===== config.mk =====
export PLATFORM = sky130hd
export DESIGN_NAME = ika2151_regwr_sched
export DESIGN_NICKNAME = d
export VERILOG_FILES = /design/src/rtl/ika2151_regwr_sched.sv
export SDC_FILE = /design/constraint.sdc
export NUM_CORES = 1
export LEC_CHECK = 0
export ABC_AREA = 1
export BUFFER_PORTS_ARGS = -buffer_cell sky130_fd_sc_hd__buf_4
export CAP_MARGIN = 25
export CORE_ASPECT_RATIO = 2
export CORE_MARGIN = 1
export CORE_UTILIZATION = 56
export DETAILED_ROUTE_END_ITERATION = 8
export GPL_ROUTABILITY_DRIVEN = 0
export PLACE_DENSITY_LB_ADDON = 0.12
export SLEW_MARGIN = 20
export SYNTH_ARGS = -nofsm -noshare
export SYNTH_HDL_FRONTEND = slang
export SYNTH_SLANG_ARGS = --single-unit

===== constraint.sdc =====
create_clock -name i_EMUCLK -period 1.8 [get_ports i_EMUCLK]
set_input_delay 0.18 -clock i_EMUCLK [delete_from_list [all_inputs] [get_ports i_EMUCLK]]
set_output_delay 0.18 -clock i_EMUCLK [all_outputs]
set_load 0.01 [all_outputs]

===== src/rtl/ika2151_regwr_sched.sv =====
// rtl/ika2151_regwr_sched.sv - CPU register write scheduler aligned to the 32-slot frame
//
// Purpose: captures asynchronous CPU address/data writes, then replays each
// accepted data write to the register file for one full 32-slot frame.
//
// Ports:
//   i_EMUCLK       master clock, all flops on posedge
//   i_IC_n         asynchronous active-low reset
//   i_phi1_NCEN_n  phi1 clock enable (active-low); FSM and outputs advance only here
//   i_CYCLE_01     frame marker, one phi1 cycle in 32
//   i_CS_n/i_WR_n  CPU chip select / write strobe (async, active-low)
//   i_A0, i_D      CPU register select (0 addr, 1 data) and write data
//   o_BUSY         data write in progress
//   o_ADDR/o_DATA  current register address / write data
//   o_ADDR_WR_STB  one phi1 cycle pulse when o_ADDR is loaded
//   o_WR_FRAME     high for the 32 phi1 cycles of the write frame
//   o_WR_SLOT      slot index during the frame, 0 otherwise
//   o_WR_DROP      one phi1 cycle pulse when a data write is rejected

module ika2151_regwr_sched #(
    parameter int BUSY_CYCLES = 64,
    parameter int SYNC_STAGES = 2
) (
    input  logic       i_EMUCLK,
    input  logic       i_IC_n,
    input  logic       i_phi1_NCEN_n,
    input  logic       i_CYCLE_01,
    input  logic       i_CS_n,
    input  logic       i_WR_n,
    input  logic       i_A0,
    input  logic [7:0] i_D,
    output logic       o_BUSY,
    output logic [7:0] o_ADDR,
    output logic [7:0] o_DATA,
    output logic       o_ADDR_WR_STB,
    output logic       o_WR_FRAME,
    output logic [4:0] o_WR_SLOT,
    output logic       o_WR_DROP
);

    typedef enum logic [1:0] {
        S_IDLE  = 2'd0,
        S_ALIGN = 2'd1,
        S_FRAME = 2'd2,
        S_TAIL  = 2'd3
    } state_t;

    logic ncen;
    assign ncen = ~i_phi1_NCEN_n;

    // ------------------------------------------------------------------
    // CPU capture, free-running on EMUCLK
    // ------------------------------------------------------------------
    logic                   wr_act;
    logic                   wr_sync;
    logic                   commit;
    logic [SYNC_STAGES-1:0] sync_q;
    logic                   wr_prev_q;
    logic                   hold_a0_q;
    logic [7:0]             hold_d_q;

    assign wr_act  = ~i_CS_n & ~i_WR_n;
    // Requiring every stage high rejects strobes shorter than SYNC_STAGES clocks.
    assign wr_sync = &sync_q;
    assign commit  = wr_prev_q & ~wr_sync;

    always_ff @(posedge i_EMUCLK or negedge i_IC_n) begin
        if (!i_IC_n) begin
            sync_q    <= '0;
            wr_prev_q <= 1'b0;
            hold_a0_q <= 1'b0;
            hold_d_q  <= 8'd0;
        end else begin
            if (wr_act) begin
                hold_a0_q <= i_A0;
                hold_d_q  <= i_D;
            end
            sync_q    <= {sync_q[SYNC_STAGES-2:0], wr_act};
            wr_prev_q <= wr_sync;
        end
    end

    // ------------------------------------------------------------------
    // Pending flags: set on commit, consumed by the FSM at NCEN.
    // Each kind keeps its own value so a later write of the other kind
    // cannot corrupt it through the shared holding register.
    // ------------------------------------------------------------------
    logic       pend_addr_q;
    logic       pend_data_q;
    logic [7:0] pend_addr_val_q;
    logic [7:0] pend_data_val_q;
    logic       take_addr;
    logic       take_data;

    always_ff @(posedge i_EMUCLK or negedge i_IC_n) begin
        if (!i_IC_n) begin
            pend_addr_q     <= 1'b0;
            pend_data_q     <= 1'b0;
            pend_addr_val_q <= 8'd0;
            pend_data_val_q <= 8'd0;
        end else begin
            // A fresh commit wins over a consume in the same clock.
            if (commit && !hold_a0_q) begin
                pend_addr_q     <= 1'b1;
                pend_addr_val_q <= hold_d_q;
            end else if (take_addr) begin
                pend_addr_q <= 1'b0;
            end
            if (commit && hold_a0_q) begin
                pend_data_q     <= 1'b1;
                pend_data_val_q <= hold_d_q;
            end else if (take_data) begin
                pend_data_q <= 1'b0;
            end
        end
    end

    // ------------------------------------------------------------------
    // Write FSM
    // ------------------------------------------------------------------
    state_t     state_q, state_d;
    logic [7:0] busy_cnt_q, busy_cnt_d;
    logic [7:0] busy_dec;
    logic [7:0] addr_q, addr_d;
    logic [7:0] data_q, data_d;
    logic       stb_q, stb_d;
    logic       frame_q, frame_d;
    logic [4:0] slot_q, slot_d;
    logic       drop_q, drop_d;

    // Saturating decrement; decisions use the post-decrement value so BUSY
    // lasts exactly BUSY_CYCLES phi1 cycles when the frame ends earlier.
    assign busy_dec = (busy_cnt_q != 8'd0) ? busy_cnt_q - 8'd1 : 8'd0;

    always_ff @(posedge i_EMUCLK or negedge i_IC_n) begin
        if (!i_IC_n) begin
            state_q <= S_IDLE;
        end else begin
            state_q <= state_d;
        end
    end

    always_comb begin
        state_d = state_q;
        if (ncen) begin
            case (state_q)
                S_IDLE:  if (!pend_addr_q && pend_data_q) state_d = S_ALIGN;
                S_ALIGN: if (i_CYCLE_01) state_d = S_FRAME;
                S_FRAME: if (slot_q == 5'd31) state_d = (busy_dec != 8'd0) ? S_TAIL : S_IDLE;
                S_TAIL:  if (busy_dec == 8'd0) state_d = S_IDLE;
                default: state_d = S_IDLE;
            endcase
        end
    end

    always_comb begin
        addr_d     = addr_q;
        data_d     = data_q;
        stb_d      = stb_q;
        frame_d    = frame_q;
        slot_d     = slot_q;
        drop_d     = drop_q;
        busy_cnt_d = busy_cnt_q;
        take_addr  = 1'b0;
        take_data  = 1'b0;
        if (ncen) begin
            stb_d  = 1'b0;
            drop_d = 1'b0;
            case (state_q)
                S_IDLE: begin
                    // Address first; a data write pending alongside waits one NCEN.
                    if (pend_addr_q) begin
                        addr_d    = pend_addr_val_q;
                        stb_d     = 1'b1;
                        take_addr = 1'b1;
                    end else if (pend_data_q) begin
                        data_d     = pend_data_val_q;
                        busy_cnt_d = 8'(BUSY_CYCLES);
                        take_data  = 1'b1;
                    end
                end
                S_ALIGN: begin
                    busy_cnt_d = busy_dec;
                    if (i_CYCLE_01) begin
                        frame_d = 1'b1;
                        slot_d  = 5'd0;
                    end
                end
                S_FRAME: begin
                    busy_cnt_d = busy_dec;
                    if (slot_q == 5'd31) begin
                        frame_d = 1'b0;
                        slot_d  = 5'd0;
                    end else begin
                        slot_d = slot_q + 5'd1;
                    end
                end
                S_TAIL: busy_cnt_d = busy_dec;
                default: busy_cnt_d = busy_cnt_q;
            endcase
            // Data writes arriving while busy are discarded, leaving o_DATA intact.
            if (state_q != S_IDLE && pend_data_q) begin
                drop_d    = 1'b1;
                take_data = 1'b1;
            end
        end
    end

    always_ff @(posedge i_EMUCLK or negedge i_IC_n) begin
        if (!i_IC_n) begin
            addr_q     <= 8'd0;
            data_q     <= 8'd0;
            stb_q      <= 1'b0;
            frame_q    <= 1'b0;
            slot_q     <= 5'd0;
            drop_q     <= 1'b0;
            busy_cnt_q <= 8'd0;
        end else begin
            addr_q     <= addr_d;
            data_q     <= data_d;
            stb_q      <= stb_d;
            frame_q    <= frame_d;
            slot_q     <= slot_d;
            drop_q     <= drop_d;
            busy_cnt_q <= busy_cnt_d;
        end
    end

    assign o_BUSY        = (state_q != S_IDLE);
    assign o_ADDR        = addr_q;
    assign o_DATA        = data_q;
    assign o_ADDR_WR_STB = stb_q;
    assign o_WR_FRAME    = frame_q;
    assign o_WR_SLOT     = slot_q;
    assign o_WR_DROP     = drop_q;

endmodule


==> results.toml, run 1 <==
[status]
outcome = "complete, no violations"

[floorplan]
rows = 36
die_w_um = 51.9
ioPinCount = 40
core_area_um2 = 4820
dieArea_um2 = 5290
fp.dieH_um = 102
start_util = 0.580

[clock_network]
cts_root_buffer = "clkbuf_8"
cts_made_buffers = 9
cts.clk_slew.worst_paths_ns = 0.07
insertion_delay_ns = 0.34
clock_sink_count = 64
htree_num_levels = 3
cts_tree = "yes"
cts_buffer_depth = 2

[placed_design]
io_buffers = 39
place_ws_ns = 0.0436
placed_area_um2 = 3220
dp_hpwl_mm = 4.17
dp_cells = 400

[setup_path]
cp.required_ns = 2.03
max_stage_delay_ns = 0.38
crit_path_cell_trace = "inv_2, ha_2, nand2_1, nor2_2, nand2_4, nand3_1, nand2_2, nor2_4, nand3_4, nand2_1, nand2_1, nand2_1, nand2_1"
crit_family = "simple AND/OR/NAND/NOR gates"
crit_fanout = 6
path_buf_inv = 1
arrival_ns = 2.00
worst_path_max_delay_cell = "dfrtp_1"
crit_top_cell = "nand2_1"
critPathLaunchType = "register"
cp-end-kind = "register"
crit_type = "register to register"

[global_route]
grt_max_degree = 42
grt_usage = 0.250
grt_pass1_vias = 2213
antenna_found_initial = 0
grt_pass1_wl_mm = 9.51
gr-total-overflow = 0

[sta]
fin_ws_ns = 0.0273
rsz0062_at_grt = "yes"
fin_tns_setup_ns = 0
slew_viol_final = 0
hold_ws_ns = 0.0523
slew_headroom = 0.633
fin_skew_ns = 0.00751
fmax_ghz = 0.564
tightest_slew_ns = 0.549
setup_viol = 0
timing.final.crit_period_ns = 1.77
finalHoldViolCount = 0
fin_crit_sh = 0.985

[synth]
async_flop_share = 1.00
synth.area.mux_share = 0.0322
syn_nets = 324
synth_flop_cell = "dfrtp_1"
synth_compound_area_frac = 0.0891
synthCells = 300
synthAdderAreaFrac = 0.0403
synth-xor-area-share = 0.00313
syn-cell-area_um2 = 2790
synth_warnings = 0
syn_area_per_cell_um2 = 9.31
yosysSeqAreaShare = 0.573
ys_ff_latch = 64
synth-simple-area-share = 0.206
synth_top_family_by_area = "simple AND/OR/NAND/NOR gates"
yosysUniqueCellTypes = 29
synth-edff-count = 0

[detailed_routing]
wirelength_mm = 6.04
drtAntennaViolNets = 0
drt_pre_antenna_iters = 6
wire_per_inst_um = 14.2
drc = 0
num_vias = 2240
drt_iter0_markers = 66
vias_per_cell = 5.26

[hold_path]
min_path_type = "input pin to register"

[layout]
n_antenna_cell = 0
drive_above_1_share = 0.293
area_delta_synth_final_pct = 28.7
fin_area_um2 = 3590
fin_util = 0.746
layout.nets = 388
layout.cells.non_filler = 426

[flow_run]
maxCapViolCount = 0

[power]
leakage_nw = 1.88
ir_worst_vdd_uv = 1310
power.total_mw = 5.65
p_per_area_nw_per_um2 = 1570
## metal layers
metal / share of wire / vias to the layer above / global-route usage
li1: - / 1092 / -
met1: 0.38 / 1066 / 0.257
met2: 0.56 / 70 / 0.447
met3: 0.038 / 12 / 0.0640
met4: 0.023 / 0 / 0.131
met5: 0 / - / 0
## cell type report
cell class                 instances  area (um2)
fill                             347        1220
clock inverter                     5         103
tap                               57        71.3
sequential                        64        1600
timing repair buffer              57         447
inverter                          37         140
multi-input combinational        195        1080
clock buffer                      11         151
## what timing repair did
item,in CTS,in global routing
buffers inserted,0,9
endpoints found under the setup margin,0,15
endpoints found under the hold margin,23,0
resized for setup,0,19
hold buffers,1,0
## cell usage after synthesis, types with 2 or more instances
cell | instances | share of area
inv_2 | 3 | 0.0040
o22ai_1 | 5 | 0.011
ha_1 | 9 | 0.040
nand4_1 | 2 | 0.0045
o21ai_0 | 33 | 0.059
nor2_1 | 15 | 0.020
nand2_4 | 2 | 0.0081
dfrtp_1 | 64 | 0.57
nand2_2 | 2 | 0.0045
nand2_1 | 83 | 0.11
mux2_2 | 8 | 0.032
nor2_2 | 3 | 0.0067
nor3_1 | 4 | 0.0072
inv_1 | 33 | 0.044
nand3_1 | 17 | 0.030
clkbuf_1 | 4 | 0.0054
## power by group
group	total (mW)	switching, mW	internal (mW)
Combinational	2.03	1.15	0.877
Sequential	2.09	0.262	1.83
Clock	1.53	0.541	0.993
## path summary, 6_finish.rpt
path / start / endpoint / slack (ns) / cells after the start
min in group asynchronous: i_IC_n / busy_cnt_q[4] / 0.27 / 2
setup / recovery: busy_cnt_q[0] / state_q[0] / 0.03 / 13
max in group asynchronous: i_IC_n / state_q[1] / 0.99 / 3
hold reg to reg: sync_q[0] / sync_q[1] / 0.38 / 0
hold / removal: i_D[4] / hold_d_q[4] / 0.05 / 3
setup reg to reg: busy_cnt_q[0] / state_q[0] / 0.03 / 13
## cells in the final DEF (no fill, tap or decap), types with 2 or more instances in the layout
master	Yosys	layout
buf_4	0	54
nor2_2	3	3
nor3_1	4	3
ha_1	9	7
clkinv_2	1	2
nand2_4	2	2
bufinv_16	0	3
inv_1	33	30
nor2_1	15	14
nand4_1	2	2
nor2_4	1	2
mux2_2	8	8
inv_2	3	6
ha_2	0	2
nand2_2	2	5
o22ai_1	5	5
o21ai_0	33	33
clkbuf_8	0	11
nand3_1	17	15
dfrtp_1	64	63
nand3_2	1	2
nor3_2	1	2
nand2_1	83	80
## logic make-up (layout without fill, tap and decap cells)
logic type,after synthesis,count (layout)
DFF,64,64
xor gates and xnor gates,1,1
buffers and inverters,41,110
adders and majority gates,9,9
muxes,8,8
and+or+nand+nor,132,132
AOI/OAI and AO/OA,45,45
## state kept, by name, summed over array words and instances, names as in the netlist
signal	flops
busy_cnt_q	8
hold_d_q	8
o_ADDR	8
o_DATA	8
pend_addr_val_q	8
pend_data_val_q	8
o_WR_SLOT	5
state_q	2
sync_q	2
hold_a0_q	1
o_ADDR_WR_STB	1
o_WR_DROP	1
o_WR_FRAME	1
pend_addr_q	1
pend_data_q	1
wr_prev_q	1
## worst register-to-register path: stages, from the launching register on
cell and delay, ns:
dfrtp_1 0.38, inv_2 0.11, ha_2 0.19, nand2_1 0.06
nor2_2 0.14, nand2_4 0.10, nand3_1 0.12, nand2_2 0.09
nor2_4 0.13, nand3_4 0.10, nand2_1 0.07, nand2_1 0.06
nand2_1 0.06, nand2_1 0.05
Note: power is estimated with default switching activity, not from simulation.
==> run 2, diff against run 1 <==
--- a/config.mk
+++ b/config.mk
@@ -10,7 +10,7 @@
 export CAP_MARGIN = 25
 export CORE_ASPECT_RATIO = 2
 export CORE_MARGIN = 1
-export CORE_UTILIZATION = 56
+export CORE_UTILIZATION = 51
 export DETAILED_ROUTE_END_ITERATION = 8
 export GPL_ROUTABILITY_DRIVEN = 0
 export PLACE_DENSITY_LB_ADDON = 0.12
==> constraint.sdc (replaced) <==
create_clock -name i_EMUCLK -period 1.5 [get_ports i_EMUCLK]
set_input_delay 0.15 -clock i_EMUCLK [delete_from_list [all_inputs] [get_ports i_EMUCLK]]
set_output_delay 0.15 -clock i_EMUCLK [all_outputs]
set_load 0.01 [all_outputs]
==> run 2 against run 1 <==
  * The flow now finishes with violations (negative setup slack)
  * Setup slack got worse by 0.22 ns
  * Combinational power grew 66%
  * First-iteration DRC count stayed put
  * Non-clock buffer count is 25 higher
  * Die area up 9.5%
  * Clock power increased by 29%
  * Critical endpoint unchanged
==> results.toml, run 2 (synthesis results as in run 1) <==
[hold_path]
hold_depth = 3
min_path_type = "input pin to register"

[setup_path]
crit_path_end = "state_q[0]"
reg2reg_depth = 13
r2r_slack_ns = -0.20
max_stage_delay_ns = 0.39
r2r_end = "state_q[0]"
crit_path_cell_trace = "inv_2, ha_4, nand2_4, nor2_4, nand2_4, buf_6, nand3_4, nand2_2, inv_2, nand3_4, a21boi_2, nand2_1, nand2_1"
arrival_ns = 1.99
crit_fanout = 6
cp-end-kind = "register"
crit_start = "busy_cnt_q[1]"
worst_path_max_delay_cell = "dfrtp_1"
cp.required_ns = 1.79
critPathLaunchType = "register"
worstReg2RegStart = "busy_cnt_q[1]"
crit_type = "register to register"

[layout]
fill_cells = 365
drive_above_1_share = 0.421
fin_util = 0.777
n_antenna_cell = 0
layout.nets = 413
final_common_cell = "nand2_1"
area_delta_synth_final_pct = 44.2
final_cell_mix = "nand2_1 (71), buf_4 (69), dfrtp_1 (63), o21ai_0 (28), inv_1 (22)"

[detailed_routing]
wl_met3_um = 182
drtAntennaViolNets = 0
wl_met2_mm = 3.90
wirelength_mm = 7.02
drt_pre_antenna_iters = 4
top_layer = "met4"
m1WireLength_mm = 2.54
drt_iter0_markers = 66
drc = 0
wire_per_inst_um = 15.5
num_vias = 2388
vias_per_cell = 5.28

[clock_network]
cts_made_buffers = 9
htree_num_levels = 3
cts.clk_slew.worst_paths_ns = 0.08
cts_root_buffer = "clkbuf_8"
cts_tree = "yes"
insertion_delay_ns = 0.35
clock_sink_count = 64
cts_buffer_depth = 2

[global_route]
grt_pass1_vias = 2410
grt_usage = 0.285
grt_max_degree = 40
grt_pass1_wl_mm = 11.5
gr-total-overflow = 0
antenna_found_initial = 0

[flow_run]
maxCapViolCount = 0

[floorplan]
dieArea_um2 = 5800
ioPinCount = 40
fp.dieH_um = 107
die_w_um = 54.3
rows = 37
core_area_um2 = 5180
start_util = 0.539

[placed_design]
io_buffers = 39
dp_hpwl_mm = 4.65

[sta]
fin_skew_ns = 0.0115
rsz0062_at_grt = "yes"
slew_viol_final = 0
slew_headroom = 0.754
fin_ws_ns = -0.195
fin_crit_sh = 1.13
timing.final.crit_period_ns = 1.70
fmax_ghz = 0.590
finalHoldViolCount = 0
setup_viol = 5
tightest_slew_ns = 0.370

[power]
power.total_mw = 7.87
switching_power_mw = 2.79
clkPwrFrac = 0.252
p_int_mw = 5.08
leakage_nw = 2.05
comb_power_share = 0.428
pwr-share-seq = 0.320
ir_worst_vdd_uv = 1510
p_per_area_nw_per_um2 = 1950
p_sw_frac = 0.355

[status]
outcome = "complete, but fails checks"
failed_checks = "negative setup slack"
run 2: changes by cell type in the layout (fill, tap and decap cells not counted), moves of 4 or more:
cell,change
buf_4,+15
nand2_1,-9
inv_1,-8
inv_2,+7
nand2_2,+7
buf_6,+6
ha_1,-5
nor2_1,-5
o21ai_0,-5
ha_4,+4
nand3_1,-4
run 2: how the worst min path moves through the flow:
stage / start / slack [ns] / to
final: i_D[0] / 0.02 / hold_d_q[0]
after global routing: i_D[1] / 0.01 / hold_d_q[1]
after CTS: i_D[0] / 0.002 / hold_d_q[0]
after detailed placement: i_IC_n / 0.09 / o_WR_SLOT[2]
after global placement: i_IC_n / 0.09 / o_WR_SLOT[2]
after floorplan: i_IC_n / -0.15 / busy_cnt_q[0]
run 2: worst max-delay path: cells and delay by family, from the launching register on:
kind            cells  cell delay, ns
flops               1            0.39
fa+ha+maj           1            0.15
simple gates        8            0.62
buf+inv             3            0.31
compound gates      1            0.18
run 2: cell type report:
cell class,count,area (um2),area share
clock inverter,7,143,0.0354
multi-input combinational,195,1270,0.315
timing repair buffer,82,677,0.168
inverter,37,143,0.0354
sequential,64,1600,0.398
tap,58,72.6,0.0180
clock buffer,9,124,0.0307
run 2: per-layer routing:
metal  GRT usage  vias up
met1       0.326     1153
met5           0        -
met2       0.467       63
li1            -     1144
met3      0.0652       28
met4       0.156        0
run 2: metrics by stage:
step | area [um2] | hold WS (ns) | setup slack [ns] | instances | setup TNS, ns
floorplan | 2840 | -0.146 | -0.00154 | 300 | -0.00233
CTS | 3840 | 0.00181 | -0.105 | 448 | -0.202
detailed placement | 3420 | 0.0878 | -0.131 | 420 | -0.509
global route | 4030 | 0.0120 | -0.307 | 452 | -1.24
finish | 4030 | 0.0190 | -0.195 | 452 | -0.595
global placement | 3420 | 0.0866 | -0.0978 | 420 | -0.349
run 2: repair_timing:
item / in CTS / in global routing
endpoints found under the hold margin: 28 / 0
pin swaps: 11 / 17
setup buffers: 8 / 5
endpoints found under the setup margin: 20 / 30
hold buffers: 4 / 0
gates resized for setup: 16 / 46
run 2: power by group through the flow:
stage / clock [mW] / sequential, mW / combinational, mW
6_report: 1.98 / 2.52 / 3.37
5_1_grt: 2.08 / 2.57 / 3.70
4_1_cts: 2.02 / 2.50 / 2.85
3_5_place_dp: 0 / 2.53 / 2.60
3_3_place_gp: 0 / 2.52 / 2.54
2_1_floorplan: 0 / 2.57 / 1.34
